**config.mk**
```make
export PLATFORM = sky130hd
export DESIGN_NAME = truth_table_sweeper
export DESIGN_NICKNAME = d
export VERILOG_FILES = /design/src/rtl/truth_table_sweeper.sv
export SDC_FILE = /design/constraint.sdc
export NUM_CORES = 1
export LEC_CHECK = 0
export BUFFER_PORTS_ARGS = -buffer_cell sky130_fd_sc_hd__clkbuf_2
export CORE_MARGIN = 2
export CORE_UTILIZATION = 50
export CTS_CLUSTER_DIAMETER = 60
export DETAILED_ROUTE_END_ITERATION = 16
export PLACE_DENSITY = 0.72
export SLEW_MARGIN = 40
export SYNTH_ARGS = -nofsm -noshare
export SYNTH_HDL_FRONTEND = slang
export SYNTH_SLANG_ARGS = --single-unit
```
**constraint.sdc**
```tcl
create_clock -name clk -period 2.75 [get_ports clk]
set_clock_uncertainty 0.15 [all_clocks]
set_input_delay 0.55 -clock clk [delete_from_list [all_inputs] [get_ports clk]]
set_output_delay 0.55 -clock clk [all_outputs]
set_load 0.02 [all_outputs]
```
**src/rtl/truth_table_sweeper.sv**
```systemverilog
`default_nettype none
// ============================================================================
// Module      : truth_table_sweeper
// Description : Drives every input combination of an N_IN-input gate in
//               ascending order. It samples the gate after a settle time and
//               checks the assembled truth table against EXPECTED.
// Revision    : 1.0 - initial release
// ============================================================================
module truth_table_sweeper #(
  parameter int                  N_IN          = 3,
  parameter int                  SETTLE_CYCLES = 4,
  parameter logic [2**N_IN-1:0]  EXPECTED      = 'h3F
) (
  input  logic                clk,
  input  logic                rst_n,
  input  logic                start,
  input  logic                abort,
  output logic [N_IN-1:0]     in_vec,
  input  logic                gate_out,
  output logic                busy,
  output logic                done,
  output logic [2**N_IN-1:0]  tt,
  output logic                tt_valid,
  output logic                match
);

  localparam int                  c_tt_w     = 2**N_IN;
  localparam int                  c_cnt_w    = $clog2(SETTLE_CYCLES + 1);
  localparam logic [c_cnt_w-1:0]  c_cnt_last = c_cnt_w'(SETTLE_CYCLES - 1);
  localparam logic [N_IN-1:0]     c_idx_last = {N_IN{1'b1}};

  typedef enum logic [1:0] {
    S_IDLE   = 2'd0,
    S_SETTLE = 2'd1,
    S_SAMPLE = 2'd2,
    S_DONE   = 2'd3
  } state_t;

  state_t              r_state;
  logic [N_IN-1:0]     r_idx;
  logic [c_cnt_w-1:0]  r_cnt;
  logic [N_IN-1:0]     w_tt_pos;
  logic [N_IN-1:0]     w_idx_next;

  // Combination 0 lands in the MSB, so the bit position TT_W-1-idx is ~idx.
  assign w_tt_pos   = ~r_idx;
  assign w_idx_next = r_idx + N_IN'(1);

  always_ff @(posedge clk or negedge rst_n) begin
    if (!rst_n) begin
      r_state  <= S_IDLE;
      r_idx    <= '0;
      r_cnt    <= '0;
      in_vec   <= '0;
      busy     <= 1'b0;
      done     <= 1'b0;
      tt       <= '0;
      tt_valid <= 1'b0;
      match    <= 1'b0;
    end else begin
      done <= 1'b0;
      case (r_state)
        S_IDLE: begin
          if (start) begin
            r_state  <= S_SETTLE;
            r_idx    <= '0;
            r_cnt    <= '0;
            in_vec   <= '0;
            busy     <= 1'b1;
            tt       <= '0;
            tt_valid <= 1'b0;
            match    <= 1'b0;
          end
        end

        S_SETTLE, S_SAMPLE: begin
          if (abort) begin
            r_state  <= S_IDLE;
            r_idx    <= '0;
            r_cnt    <= '0;
            in_vec   <= '0;
            busy     <= 1'b0;
            tt       <= '0;
            tt_valid <= 1'b0;
            match    <= 1'b0;
          end else if (r_state == S_SETTLE) begin
            r_cnt <= r_cnt + c_cnt_w'(1);
            if (r_cnt == c_cnt_last) begin
              r_state <= S_SAMPLE;
            end
          end else begin
            tt[w_tt_pos] <= gate_out;
            if (r_idx == c_idx_last) begin
              r_state <= S_DONE;
            end else begin
              r_idx   <= w_idx_next;
              r_cnt   <= '0;
              in_vec  <= w_idx_next;
              r_state <= S_SETTLE;
            end
          end
        end

        S_DONE: begin
          done     <= 1'b1;
          tt_valid <= 1'b1;
          match    <= (tt == EXPECTED);
          busy     <= 1'b0;
          r_state  <= S_IDLE;
        end

        default: r_state <= S_IDLE;
      endcase
    end
  end

endmodule
`default_nettype wire

```
==> results by group <==
Placement
  – Detail Placement HPWL: about 1800 um
  – DP Worst Slack: ~0.56 ns
  – I/O Buffers: 19
  – GP Congestion: 0.805

Clock network
  – Clock Sinks: 20
  – Clk slew on worst S/H paths: between 0.1 and 0.15 ns
  – TritonCTS clock tree: yes
  – Clock H-tree levels: 1
  – Setup Fix Bufs, Post-CTS: 0
  – CTS Buffer Depth: 2
  – Clock latency on the worst-skew pair: 0.29 ns
  – Num CTS Buffers: 3
  – Cts repair resizes: 0
  – Clock root cell: clkbuf_4
  – # hold bufs at CTS: 0

Synth
  – Syn Inst Count: about 110
  – Net count after synthesis: 128
  – Register area share after synthesis: 0.425
  – YS warnings: 0
  – Netlist cell types: 34
  – Syn Area/Cell: roughly 10 um^2
  – Register bit total from synthesis: 20
  – Mapped cell area: ~1200 um^2

Critical path
  – Max Fanout on Critical Path: 7
  – Worst reg2reg startpoint: r_state[0]
  – R2R depth: 5
  – Critical path arrival: ~2.3 ns
  – Crit path to: r_cnt[2]
  – Reg2Reg Setup Slack: around 0.53 ns
  – Critical Path Source Type: register
  – CP Capture Type: register
  – CP required: roughly 2.8 ns
  – FF-to-FF End: r_cnt[2]
  – CP startpoint: r_state[0]
  – Kind of critical path: reg -> reg

STA
  – Crit share post-route: 0.808
  – Max-slew violation count: 0
  – RSZ-0062 raised after global routing: no
  – Maximum clock rate: around 0.45 GHz
  – Final WS setup: around 0.53 ns
  – Setup TNS: 0 ns
  – Final Hold Fails: 0
  – Worst relative slew slack: 0.598
  – Setup violators final: 0
  – Final Critical Period: 2.22 ns
  – Worst slew pin tran: between 0.6 and 0.7 ns

Worst hold path
  – Worst min path class: in -> async

Power and ir drop
  – Sequential share of power: 0.343
  – Switch share: 0.448
  – Clock power share: 0.111
  – P_int: 0.000693 W
  – Share of power burned in combinational logic: 0.546
  – Leakage: 0.608 nW
  – Switching power: ~0.00056 W
  – VDD IR-drop max: 0.584 mV
  – Pwr Density: approximately 960 nW/um^2

Floorplanning
  – Initial Util: 0.532
  – IO Pins: 20
  – Die area: about 2800 um^2
  – Core Region: 2210 um^2
  – Row cnt: 17
  – DIE WIDTH: roughly 53 um
  – Die height: 52.5 um

GRT
  – Met2 Use GR: 0.350
  – Met3 usage: 0.0286
  – Largest net degree at the start of global routing: 21
  – Vias in the first global route: between 900 and 1000
  – Global-route wire length before repair: roughly 4200 um
  – Busiest grt layer: met2
  – Total gr overflow: 0
  – GRT Overall Usage: 0.204
  – Antenna violations before repair: 0
  – M1 GR Usage: 0.265

Route
  – Routed WL per cell: approximately 15 um
  – Routed wire length: 2390 um
  – Vias per inst: around 6
  – Initial DRC Count: 10
  – Residual DRC count: 0
  – Drt first pass iters: 4
  – Routed via count: approximately 930
  – Antenna Nets Post-Route: 0

Final layout
  – Fin util: 0.588
  – Area Overhead vs Synth: 10.4%
  – Ant diodes: 0
  – Most frequent cells in the layout: dfrtp_1, clkbuf_2, inv_1, o22ai_1, ha_1
  – Layout cells sized above 1: 0.221
  – Commonest non-fill, non-tap cell in the layout: dfrtp_1
  – NumNets Final: between 100 and 150

Job
  – Max-cap violation count: 0

Outcome
  – Status: finished, final reports clean
## cell type report
| class | count | area, um^2 |
|---|---|---|
| well taps | 28 | 35.0 |
| multi-input cells | 73 | 583 |
| flip-flops and latches | 20 | 500 |
| inverters | 15 | 56.3 |
| repair buffers | 20 | 103 |
| clock buffers | 3 | 22.5 |
| fillers | 209 | 912 |
## power groups by stage
| stage | sequential [W] | clock, W | combinational, W |
|---|---|---|---|
| floorplan | 0.000465 | 0 | 0.000502 |
| global placement | 0.000428 | 0 | 0.000660 |
| detailed placement | 0.000435 | 0 | 0.000685 |
| CTS | 0.000429 | 0.000138 | 0.000685 |
| global route | 0.000442 | 0.000150 | 0.000765 |
| finish | 0.000430 | 0.000139 | 0.000685 |
## per-layer routing
metal  vias to the layer above  routed length (um)
met5                         -                   0
met4                         0                  25
met3                         4                  75
met2                        19                1140
met1                       458                1160
li1                        453                   -
## worst max-delay path, cell delays in order (launching register included)
cell	delay, ns
dfrtp_1	0.43
inv_1	0.09
ha_1	0.39
nor2b_1	0.47
a311oi_2	0.22
mux2_1	0.36
## registers in the layout, summed over array words and instances (netlist names)
register	cells
r_state	2
match	1
tt_valid	1
busy	1
tt	8
r_cnt	3
r_idx	3
done	1
## worst min path at each step
stage              from        to  cells past startpoint
2_1_floorplan     rst_n      busy                      0
3_3_place_gp   r_cnt[2]  r_cnt[2]                      1
3_5_place_dp   r_cnt[1]  r_cnt[1]                      1
4_1_cts           rst_n     match                      1
5_1_grt           rst_n     match                      1
6_report          rst_n     tt[1]                      1
## metrics by stage
stage | hold WS (ns) | instance area [um^2] | power, W | std cells
2_1_floorplan | 0.104 | 1180 | 0.000967 | 114
3_3_place_gp | 0.320 | 1280 | 0.00109 | 156
3_5_place_dp | 0.353 | 1280 | 0.00112 | 156
4_1_cts | 0.0658 | 1300 | 0.00125 | 159
5_1_grt | 0.0744 | 1300 | 0.00136 | 159
6_report | 0.0411 | 1300 | 0.00125 | 159
## logic make-up (layout without fill, tap and decap cells)
kind of cell | count (synthesis) | after routing | synth area share
buf+inv | 21 | 38 | 0.0797
simple gates | 31 | 31 | 0.163
compound gates | 25 | 25 | 0.163
fa+ha+maj | 9 | 9 | 0.0956
flops | 20 | 20 | 0.425
mux | 8 | 8 | 0.0744
## synth_stat cells
cell,n,area share
a311oi_2,1,0.013
or4_1,1,0.0064
buf_4,1,0.0064
nand2b_1,2,0.011
o21ai_0,2,0.0085
a2111oi_2,1,0.013
buf_6,1,0.0096
nor3_1,1,0.0042
nor2_1,6,0.019
a2111oi_1,1,0.0085
nand3b_1,5,0.032
o22ai_1,9,0.048
a31oi_1,1,0.0053
or3_1,1,0.0053
nor2b_2,2,0.015
nand3_1,3,0.013
inv_1,15,0.048
mux2_1,5,0.048
or4_4,1,0.0096
nand2_1,3,0.0096
and3_1,1,0.0053
mux2_2,1,0.0096
dfrtp_1,20,0.43
buf_2,3,0.013
a21oi_1,2,0.0085
clkbuf_1,1,0.0032
mux2i_1,2,0.017
nor2b_1,1,0.0053
a2111oi_0,6,0.045
nand4_1,1,0.0053
ha_1,9,0.096
or3b_1,3,0.022
o31ai_1,1,0.0064
o221ai_1,1,0.0074
Power figures use the tool's default switching activity.
